==> src/rtl/div_issue_ctrl.sv <==
// EX-stage requester for the iterative divider: latches a divide-class op, holds divider start until ready, then writes back.
// Optional DIV_ZERO_BYPASS_EN resolves divide-by-zero and signed overflow locally without launching the divider.
module div_issue_ctrl #(
  parameter int XLEN       = 32,
  parameter int REG_ADDR_W = 5
) (
  input  logic                  clk,
  input  logic                  rst,
  input  logic                  req_valid_i,
  input  logic [2:0]            req_op_i,
  input  logic [XLEN-1:0]       req_rs1_i,
  input  logic [XLEN-1:0]       req_rs2_i,
  input  logic [REG_ADDR_W-1:0] req_rd_i,
  input  logic                  flush_i,
  output logic                  stall_o,
  output logic                  div_start_o,
  output logic [XLEN-1:0]       div_dividend_o,
  output logic [XLEN-1:0]       div_divisor_o,
  output logic [2:0]            div_op_o,
  output logic [REG_ADDR_W-1:0] div_waddr_o,
  input  logic [XLEN-1:0]       div_result_i,
  input  logic                  div_ready_i,
  output logic                  wb_we_o,
  output logic [REG_ADDR_W-1:0] wb_waddr_o,
  output logic [XLEN-1:0]       wb_wdata_o,
  output logic [1:0]            dbg_state
);

  // Handshake: an op is taken in IDLE when req_valid_i & req_op_i[2] & ~flush_i at the clock edge;
  // the request side is held off by stall_o until the op retires (WB) or is cancelled (ABORT).
  typedef enum logic [1:0] {
    S_IDLE  = 2'd0,
    S_ISSUE = 2'd1,
    S_ABORT = 2'd2,
    S_WB    = 2'd3
  } state_t;

  state_t state, state_nxt;

  logic            accept;
  logic            bypass_hit;
  logic [XLEN-1:0] bypass_data;

  assign accept    = (state == S_IDLE) & req_valid_i & req_op_i[2] & ~flush_i;
  assign dbg_state = state;

`ifdef DIV_ZERO_BYPASS_EN
  localparam logic [XLEN-1:0] INT_MIN = {1'b1, {(XLEN-1){1'b0}}};

  // op[1] selects remainder, op[0] selects unsigned; overflow only exists for signed ops.
  always_comb begin
    bypass_hit  = 1'b0;
    bypass_data = '0;
    if (req_rs2_i == '0) begin
      bypass_hit  = 1'b1;
      bypass_data = req_op_i[1] ? req_rs1_i : '1;
    end else if (!req_op_i[0] && (req_rs1_i == INT_MIN) && (req_rs2_i == '1)) begin
      bypass_hit  = 1'b1;
      bypass_data = req_op_i[1] ? '0 : INT_MIN;
    end
  end
`else
  assign bypass_hit  = 1'b0;
  assign bypass_data = '0;
`endif

  always_ff @(posedge clk or posedge rst) begin
    if (rst) state <= S_IDLE;
    else     state <= state_nxt;
  end

  always_comb begin
    state_nxt = state;
    case (state)
      S_IDLE: begin
        if (accept) state_nxt = bypass_hit ? S_WB : S_ISSUE;
      end
      S_ISSUE: begin
        if (flush_i)          state_nxt = S_ABORT;
        else if (div_ready_i) state_nxt = S_WB;
      end
      S_ABORT: state_nxt = S_IDLE;
      S_WB:    state_nxt = S_IDLE;
      default: state_nxt = S_IDLE;
    endcase
  end

  // Start drops in the ready cycle so the divider sees it low before it could re-launch.
  always_comb begin
    stall_o     = 1'b0;
    div_start_o = 1'b0;
    wb_we_o     = 1'b0;
    case (state)
      S_IDLE:  stall_o = accept;
      S_ISSUE: begin
        stall_o     = 1'b1;
        div_start_o = ~div_ready_i & ~flush_i;
      end
      S_ABORT: stall_o = 1'b1;
      S_WB:    wb_we_o = 1'b1;
      default: ;
    endcase
  end

  always_ff @(posedge clk or posedge rst) begin
    if (rst) begin
      div_dividend_o <= '0;
      div_divisor_o  <= '0;
      div_op_o       <= '0;
      div_waddr_o    <= '0;
    end else if (accept) begin
      div_dividend_o <= req_rs1_i;
      div_divisor_o  <= req_rs2_i;
      div_op_o       <= req_op_i;
      div_waddr_o    <= req_rd_i;
    end
  end

  always_ff @(posedge clk or posedge rst) begin
    if (rst) begin
      wb_wdata_o <= '0;
    end else if (accept && bypass_hit) begin
      wb_wdata_o <= bypass_data;
    end else if ((state == S_ISSUE) && div_ready_i && !flush_i) begin
      wb_wdata_o <= div_result_i;
    end
  end

  assign wb_waddr_o = div_waddr_o;

endmodule

==> config.mk <==
export PLATFORM = sky130hd
export DESIGN_NAME = div_issue_ctrl
export DESIGN_NICKNAME = d
export VERILOG_FILES = /design/src/rtl/div_issue_ctrl.sv
export SDC_FILE = /design/constraint.sdc
export NUM_CORES = 1
export LEC_CHECK = 0
export CAP_MARGIN = 25
export CORE_UTILIZATION = 39
export CTS_CLUSTER_DIAMETER = 120
export DETAILED_ROUTE_END_ITERATION = 12
export GPL_ROUTABILITY_DRIVEN = 0
export PLACE_DENSITY = 0.78
export SLEW_MARGIN = 5
export SYNTH_ARGS = -nofsm -noshare
export SYNTH_HDL_FRONTEND = slang
export SYNTH_SLANG_ARGS = --single-unit
==> constraint.sdc <==
create_clock -name clk -period 4.6 [get_ports clk]
set_clock_uncertainty 0.1 [all_clocks]
set_input_delay 0.92 -clock clk [delete_from_list [all_inputs] [get_ports clk]]
set_output_delay 0.92 -clock clk [all_outputs]
set_load 0.005 [all_outputs]
# == Word-level counts from Yosys, hierarchy flattened ==
# Index checks and enable logic that the tools add are counted.
# classes
reduce_logical,7
eq_ne,5
mux,7
n_bitwise,6
# ops
cell,count
$mux W2,3
$pmux W2 S3,1
$and A1 B1 Y1,4
$eq A2 B2 Y1 const B,2
$reduce_or A2 Y1,2
$ne A3 B3 Y1 const B,1
$eq A2 B1 Y1 const B,1
$logic_and A1 B1 Y1,2
$logic_not A2 Y1,1
$mux W1,2
$ne A2 B2 Y1 const B,1
$not A1 Y1,2
$pmux W1 S2,1
$reduce_and A2 Y1,1
$logic_not A1 Y1,1
# word_totals
register_bits,106
inputBits,109

# == Depth between registers and ports, before layout ==
# Gate-level depths: netlist of run 1.
# logic_depth
ltp_word,6
mapped_depth,7
mapped_depth_nobuf,5

# == Least setup slack after synthesis of run 1 ==
# No wires, ideal clock.
# synth_path
path_type,input port to output port
start,input port flush_i
end,output port stall_o
slack_ns,2.049
t_arrival_ns,1.531
required_ns,3.580
path_buffers,2
cell_stages,4
path_cell_list,nand4b_4 > buf_6 > buf_6 > a21oi_1
# synth_via
elab_chain_cells,3
# synth_lines
element,line_no,rtl
from (decl),14,"input logic flush_i,"
$not A1 Y1,44,assign accept = (state == S_IDLE) & req_valid_i & req_op_i[2] & ~flush_i;
$and A1 B1 Y1,44,
$pmux W1 S2,93,case (state)
to (decl),15,"output logic stall_o,"
# No other way between the ends.

# == Final worst setup path of run 1 ==
# Ends and elaborated chain as after synthesis.

==> results.cfg, run 1 <==
[final_layout]
fillCellCount = 786
diodes = 0
final_layout_size_suffix_gt1_share_pct = 25.4
fin_area_um2 = 6750
final_nets = 581
post-route-util_pct = 65.1
syn_to_final_growth_pct = 60.5

[worst_hold_path]
min_path_type = register to register
min-delay-start = div_op_o[2]$_DFFE_PP0P_
min_path_cells = 1
min_to = div_op_o[2]$_DFFE_PP0P_

[drt]
first_pass_iters = 4
drtAntennaViolNets = 0
routed_wl_mm = 10.1
drt_iter0_markers = 84
drc = 0
vias_per_cell = 4.73
vias = 2878
wl_per_cell_um = 16.6

[setup_path]
reg2regPathDepth = 6
r2r_slack_ps = 2420
critPathMaxFanout = 4
rr_startpoint = dbg_state[0]$_DFFE_PP0P_
crit_type = input port to primary output
crit_arrival_ps = 2330
crit_required_ps = 3580
start_kind = input port
cp-end-kind = primary output
worstSetupStartpoint = flush_i
r2r_end = div_waddr_o[0]$_DFFE_PP0P_

[placement]
pre_cts_ws_ps = 1270
postPlaceCellArea_um2 = 6510
port_buffers = 222
hpwl_mm = 7.32

[synth]
synth_area_per_cell_um2 = 17.2
yosysSeqAreaShare_pct = 63.1
synth_area_leader_cell = dfrtp_1
synthCells = 245
syn_nets = 358
yosys_warnings = 0
synth_top_area_share_pct = 63.1
syn_area_um2 = 4210
ys_seq_elements = 106
synth_area_leaders = dfrtp_1 63%, mux2_2 18%, mux2_4 11%
yosysUniqueCellTypes = 19

[grt]
grt_pass1_wl_mm = 16.0
grt_usage_pct = 18.5
grt_max_degree = 78
grt_pass1_vias = 3204
grt-ovfl-total = 0
antenna_found_initial = 0

[sta]
rsz0062_at_grt = false
slew-limit-headroom_pct = 72.6
fin_hold_ws_ps = 381
slew_viol_final = 0
clock.fmax_mhz = 298
hold_viol = 0
setup_violations = 0
finalWorstSetupSlack_ps = 1250
final.setup.tns_ps = 0
worstMarginPinSlew_ps = 411
fin_crit_sh_pct = 72.9
period_needed_ps = 3350

[clocking]
cts_resized = 0
cts.path.max_buffers = 2
cts_setup_buffers = 0
htree_levels = 3
clk_latency_ps = 360
holdBufCountCts = 0
cts_buffers = 9
cts_root_buf = clkbuf_8
cts_tree = done
cts_sinks = 106
path_clk_slew_ps = 90

[floorplanning]
design.die.area_um2 = 11200
die_h_um = 106
fp-row-count = 37
io-pin-count = 223
core_area_um2 = 10400
die_w_um = 106
start_util_pct = 40.6

[power_and_ir_drop]
ir_drop_v = 0.000300
cellPowerDensity_nw_per_um2 = 605
p_leak_nw = 2.99

[job]
max_cap_violations = 0

[run_status]
outcome = finished clean
==> per-layer routing <==
| layer | wire (um) | track usage, % | part of all wire, % | vias up |
|---|---|---|---|---|
| met3 | 812 | 5.94 | 8.0 | 23 |
| met4 | 261 | 7.54 | 2.6 | 0 |
| met2 | 5130 | 32.1 | 51 | 132 |
| li1 | - | - | - | 1295 |
| met1 | 3930 | 20.9 | 39 | 1428 |
| met5 | 0 | 0 | 0 | - |
==> stage by stage <==
stage / std cells / total power (W)
after detailed placement: 591 / 0.00356
after global placement: 591 / 0.00350
after global routing: 609 / 0.00432
final: 609 / 0.00408
after CTS: 607 / 0.00413
after floorplan: 245 / 0.00234
==> worst max path at each step <==
stage | to | slack, ps
finish | stall_o | 1250
global route | stall_o | 1220
CTS | stall_o | 1270
detailed placement | stall_o | 1270
global placement | stall_o | 1290
floorplan | dbg_state[0]$_DFFE_PP0P_ | 790
==> sequential cells by signal, summed over array words and instances, names as in the netlist <==
signal and cells:
div_dividend_o 32, div_divisor_o 32, wb_wdata_o 32, div_waddr_o 5, div_op_o 3, dbg_state 2
==> kinds of logic after synthesis <==
family	after synthesis	share of synthesized area, %
flops	106	63.1
mux	103	30.3
buf+inv	20	3.30
simple gates	7	1.37
compound gates	5	0.803
fa+ha+maj	4	1.19
==> layout by cell type (no fill, tap or decap), types with 2 or more instances in the layout <==
master	Yosys	final
clkdlybuf4s50_1	0	222
dfrtp_1	106	106
mux2_2	67	67
mux2_4	30	30
clkbuf_8	0	11
mux2_1	6	6
ha_1	4	4
buf_4	5	4
inv_1	4	3
a21oi_1	3	3
clkinv_4	0	3
buf_16	0	2
==> synth_stat cells <==
cell type / n
buf_4: 5
mux2_2: 67
nand2b_1: 1
and2_1: 1
nor3b_1: 1
nand4b_4: 1
buf_6: 5
inv_1: 4
nand2_1: 1
mux2_4: 30
o32a_1: 1
nor2b_1: 1
dfrtp_1: 106
o22a_1: 1
mux2_1: 6
a21oi_1: 3
buf_2: 6
ha_1: 4
nor2_1: 1
==> where the power goes <==
| group | leakage, nW | switching (W) | internal (W) |
|---|---|---|---|
| registers | 1.28 | 0.000245 | 0.00139 |
| clock network | 0.0972 | 0.000314 | 0.000232 |
| logic | 1.61 | 0.000524 | 0.00137 |
==> cell type report <==
cell class                      instances  area [um2]  area share (%)
Clock inverter                          4        35.0           0.519
Tap cell                              136         170            2.52
Multi-Input combinational cell        119        1410            20.9
Inverter                                4        17.5           0.259
Sequential cell                       106        2650            39.3
Clock buffer                           12         155            2.30
Timing Repair Buffer                  228        2310            34.2
==> critical path, cell delays in order <==
cell and delay, ps:
clkdlybuf4s50_1 490, nand4b_4 210, a21oi_1 160, clkdlybuf4s50_1 550
Note: power is estimated with default switching activity, not from simulation.
==> run 2: changes to the inputs <==
==> constraint.sdc (replaced) <==
create_clock -name clk -period 3.2 [get_ports clk]
set_clock_uncertainty 0.1 [all_clocks]
set_input_delay 0.64 -clock clk [delete_from_list [all_inputs] [get_ports clk]]
set_output_delay 0.64 -clock clk [all_outputs]
set_load 0.005 [all_outputs]
==> run 2 against run 1 <==
Via count shrank 1.6%. Hold slack gained 14 ps. Power grew 45%. Register-to-register slack lost 1200 ps. Non-clock buffer count shrank 2. Critical path depth is the same. Global-route usage shrank 0.15 points. Clock-buffer cell count grew 3. Largest power group unchanged.
==> results.cfg, run 2 (synthesis results as in run 1) <==
[setup_path]
cp-end-kind = primary output
start_kind = input port
crit_arrival_ps = 2040
cpMaxStageDelayCell = clkdlybuf4s50_1
crit_required_ps = 2460
crit_top_cell = clkdlybuf4s50_1
cp_cell_sequence = clkdlybuf4s50_1 -> nand4b_4 -> a21oi_1 -> clkdlybuf4s50_1
critPathMaxFanout = 4
crit_type = input port to primary output
slowest_delay_ps = 540

[drt]
routed_wl_mm = 9.95
drtAntennaViolNets = 0
drc = 0
drt_iter0_markers = 105
wl_per_cell_um = 16.4
vias_per_cell = 4.67
vias = 2833
first_pass_iters = 3

[grt]
grt_pass1_wl_mm = 15.8
grt-ovfl-total = 0
antenna_found_initial = 0
grt_usage_pct = 18.3
grt_max_degree = 76
grt_pass1_vias = 3103

[final_layout]
post-route-util_pct = 65.2
final_common_cell = clkdlybuf4s50_1
top_regs = div_dividend_o: 32 flops, div_divisor_o: 32 flops, wb_wdata_o: 32 flops
layout_common_cells = 222 x clkdlybuf4s50_1, 106 x dfrtp_1, 67 x mux2_2
final_nets = 579
syn_to_final_growth_pct = 60.8
final_cells = 607
diodes = 0
final_layout_size_suffix_gt1_share_pct = 24.8

[placement]
port_buffers = 222
hpwl_mm = 7.34
pre_cts_ws_ps = 417
dp.cells = 591

[clocking]
clk_latency_ps = 360
cts_tree = done
htree_levels = 3
path_clk_slew_ps = 90
cts_setup_buffers = 0
holdBufCountCts = 0
cts_resized = 0
cts_buffers = 9
cts_sinks = 106
cts.path.max_buffers = 2
cts_root_buf = clkbuf_8

[sta]
slew-limit-headroom_pct = 55.1
rsz0062_at_grt = false
worstMarginPinSlew_ps = 672
slew_viol_final = 0
finalWorstSetupSlack_ps = 420
final.setup.tns_ps = 0
period_needed_ps = 2780
fin_crit_sh_pct = 86.9
setup_violations = 0
clock.fmax_mhz = 360
hold_viol = 0

[worst_hold_path]
min_path_type = register to register

[run_status]
outcome = finished clean

[job]
max_cap_violations = 0

[power_and_ir_drop]
cellPowerDensity_nw_per_um2 = 877
p_leak_nw = 2.98
ir_drop_v = 0.000452

[floorplanning]
design.die.area_um2 = 11200
fp-row-count = 37
core_area_um2 = 10400
start_util_pct = 40.6
die_w_um = 106
die_h_um = 106
io-pin-count = 223
-- run 2: changes by cell type in the layout (fill, tap and decap cells not counted), sizes merged --
cell,delta
inv,-2
buf,-2
clkinvlp,+1
clkinv,-3
clkbuf,+3
bufinv,+1
-- run 2: critical path: cells and delay by family --
kind,cells,cell delay [ps]
compound gates,1,180
buf+inv,2,1010
simple gates,1,220
-- run 2: path summary, 6_finish.rpt --
check,start,endpoint,slack [ps],cells past startpoint
setup / recovery,flush_i,stall_o,420,4
hold / removal,div_op_o[2]$_DFFE_PP0P_,div_op_o[2]$_DFFE_PP0P_,390,1
setup reg to reg,dbg_state[0]$_DFFE_PP0P_,div_dividend_o[31]$_DFFE_PP0P_,1240,5
hold reg to reg,div_op_o[2]$_DFFE_PP0P_,div_op_o[2]$_DFFE_PP0P_,390,1
max in group asynchronous,rst,wb_wdata_o[27]$_DFFE_PP0P_,1760,3
min in group asynchronous,rst,div_divisor_o[1]$_DFFE_PP0P_,630,2
-- run 2: final cells by class --
cell class / instances / area, um2
Sequential cell: 106 / 2650
Fill cell: 776 / 3610
Timing Repair Buffer: 226 / 2290
Inverter: 4 / 18.8
Clock inverter: 1 / 30.0
Tap cell: 136 / 170
Multi-Input combinational cell: 119 / 1410
Clock buffer: 15 / 186
-- run 2: layer usage --
layer	track usage (%)	vias to the layer above	routed length, um
met3	7.05	18	848
met5	0	-	0
met1	21.5	1398	3950
met4	7.44	0	216
met2	30.2	130	4930
li1	-	1287	-
-- run 2: power breakdown --
part           internal [W]  total (W)  switching (W)
combinational       0.00197    0.00271       0.000740
sequential          0.00200    0.00235       0.000348
clock              0.000449   0.000870       0.000421
total               0.00442    0.00593        0.00151
-- run 2: through the flow --
step	hold WS, ps	power (W)	cell area, um2
after global placement	352	0.00504	6550
final	394	0.00593	6760
after detailed placement	363	0.00512	6550
after CTS	397	0.00602	6760
after global routing	409	0.00629	6760
after floorplan	359	0.00337	4210
==> run 3: changes to the inputs <==
--- a/config.mk
+++ b/config.mk
@@ -11,6 +11,7 @@
 export DETAILED_ROUTE_END_ITERATION = 12
 export GPL_ROUTABILITY_DRIVEN = 0
 export PLACE_DENSITY = 0.78
+export SETUP_SLACK_MARGIN = 0.3
 export SLEW_MARGIN = 5
 export SYNTH_ARGS = -nofsm -noshare
 export SYNTH_HDL_FRONTEND = slang
==> run 3 against run 2 <==
Combinational power barely moved. Power hardly changed. Utilization is essentially flat. Critical endpoint unchanged.
==> results.cfg, run 3 (synthesis results as in run 1) <==
[setup_path]
critPathMaxFanout = 4
start_kind = input port
cpMaxStageDelayCell = clkdlybuf4s50_1
crit_arrival_ps = 2040
slowest_delay_ps = 540
crit_required_ps = 2460
crit_type = input port to primary output
cp-end-kind = primary output
crit_top_cell = clkdlybuf4s50_1
cp_top_family = buffers and inverters
r2r_slack_ps = 1280
worst-path-buf-inv = 2
cp_cell_sequence = clkdlybuf4s50_1 -> nand4b_4 -> a21oi_1 -> clkdlybuf4s50_1

[sta]
fin_crit_sh_pct = 86.9
slew-limit-headroom_pct = 55.0
setup_violations = 0
rsz0062_at_grt = false
hold_viol = 0
final.setup.tns_ps = 0
finalWorstSetupSlack_ps = 419
worstMarginPinSlew_ps = 673
period_needed_ps = 2780
slew_viol_final = 0
clock.fmax_mhz = 360

[floorplanning]
fp-row-count = 37
core_area_um2 = 10400
die_w_um = 106
die_h_um = 106
io-pin-count = 223
start_util_pct = 40.6
design.die.area_um2 = 11200

[grt]
grt_pass1_wl_mm = 15.8
grt_pass1_vias = 3103
antenna_found_initial = 0
grt_max_degree = 76
grt-ovfl-total = 0
grt_usage_pct = 18.3

[final_layout]
layout_common_cells = 222 x clkdlybuf4s50_1, 106 x dfrtp_1, 67 x mux2_2
fin_area_um2 = 6760
post-route-util_pct = 65.2
diodes = 0
final_nets = 579
final_layout_size_suffix_gt1_share_pct = 25.1
final_common_cell = clkdlybuf4s50_1
syn_to_final_growth_pct = 60.8
top_regs = div_dividend_o: 32 flops, div_divisor_o: 32 flops, wb_wdata_o: 32 flops

[clocking]
cts_resized = 0
cts_setup_buffers = 0
cts.path.max_buffers = 2
cts_tree = done
path_clk_slew_ps = 90
cts_buffers = 9
htree_levels = 3
cts_root_buf = clkbuf_8
clk_latency_ps = 360
cts_sinks = 106
holdBufCountCts = 0

[placement]
port_buffers = 222
pre_cts_ws_ps = 417
hpwl_mm = 7.34
postPlaceCellArea_um2 = 6550

[power_and_ir_drop]
p_leak_nw = 2.98
p_int_w = 0.00443
p_comb_share_pct = 45.7
ir_drop_v = 0.000452
p_sw_w = 0.00151
pwr-share-seq_pct = 39.6
clkPwrFrac_pct = 14.7
cellPowerDensity_nw_per_um2 = 877
swShare_pct = 25.4

[job]
max_cap_violations = 0

[worst_hold_path]
min_path_type = register to register

[drt]
first_pass_iters = 3
drc = 0
vias_per_cell = 4.67
vias = 2832
drtAntennaViolNets = 0
routed_wl_mm = 9.92
drt_iter0_markers = 91
wl_per_cell_um = 16.3

[run_status]
outcome = finished clean
## run 3: layout make-up
type	instances	area, um2
clock buffers	15	186
inverters	4	18.8
clock inverters	1	30.0
multi-input cells	119	1420
fillers	776	3610
repair buffers	226	2290
well taps	136	170
flip-flops and latches	106	2650
## run 3: power by group through the flow
stage               sequential [W]  combinational, W  clock (W)
global placement           0.00234           0.00269          0
detailed placement         0.00238           0.00274          0
floorplan                  0.00242          0.000949          0
global route               0.00245           0.00290   0.000954
finish                     0.00235           0.00271   0.000870
CTS                        0.00236           0.00276   0.000902
## run 3: final timing paths
check                                         startpoint                      endpoint  cells after the start
worst max-delay path                             flush_i                       stall_o                      4
worst min register to register   div_op_o[2]$_DFFE_PP0P_       div_op_o[2]$_DFFE_PP0P_                      1
worst max register to register  dbg_state[0]$_DFFE_PP0P_      dbg_state[0]$_DFFE_PP0P_                      6
worst min-delay path             div_op_o[2]$_DFFE_PP0P_       div_op_o[2]$_DFFE_PP0P_                      1
max in group asynchronous                            rst    wb_wdata_o[27]$_DFFE_PP0P_                      3
min in group asynchronous                            rst  div_divisor_o[1]$_DFFE_PP0P_                      2
## run 3: stage by stage
step | std cells | power, W | hold WS (ps)
2_1_floorplan | 245 | 0.00337 | 359
3_3_place_gp | 591 | 0.00504 | 352
3_5_place_dp | 591 | 0.00512 | 363
4_1_cts | 607 | 0.00602 | 397
5_1_grt | 607 | 0.00630 | 409
6_report | 607 | 0.00593 | 394
## run 3: layer usage
metal	part of all wire [%]	track usage (%)	vias up	wire [um]
met1	39	21.5	1399	3900
met2	50	30.2	128	4940
met3	8.6	7.05	18	858
met5	0	0	-	0
met4	2.3	7.44	0	225
li1	-	-	1287	-
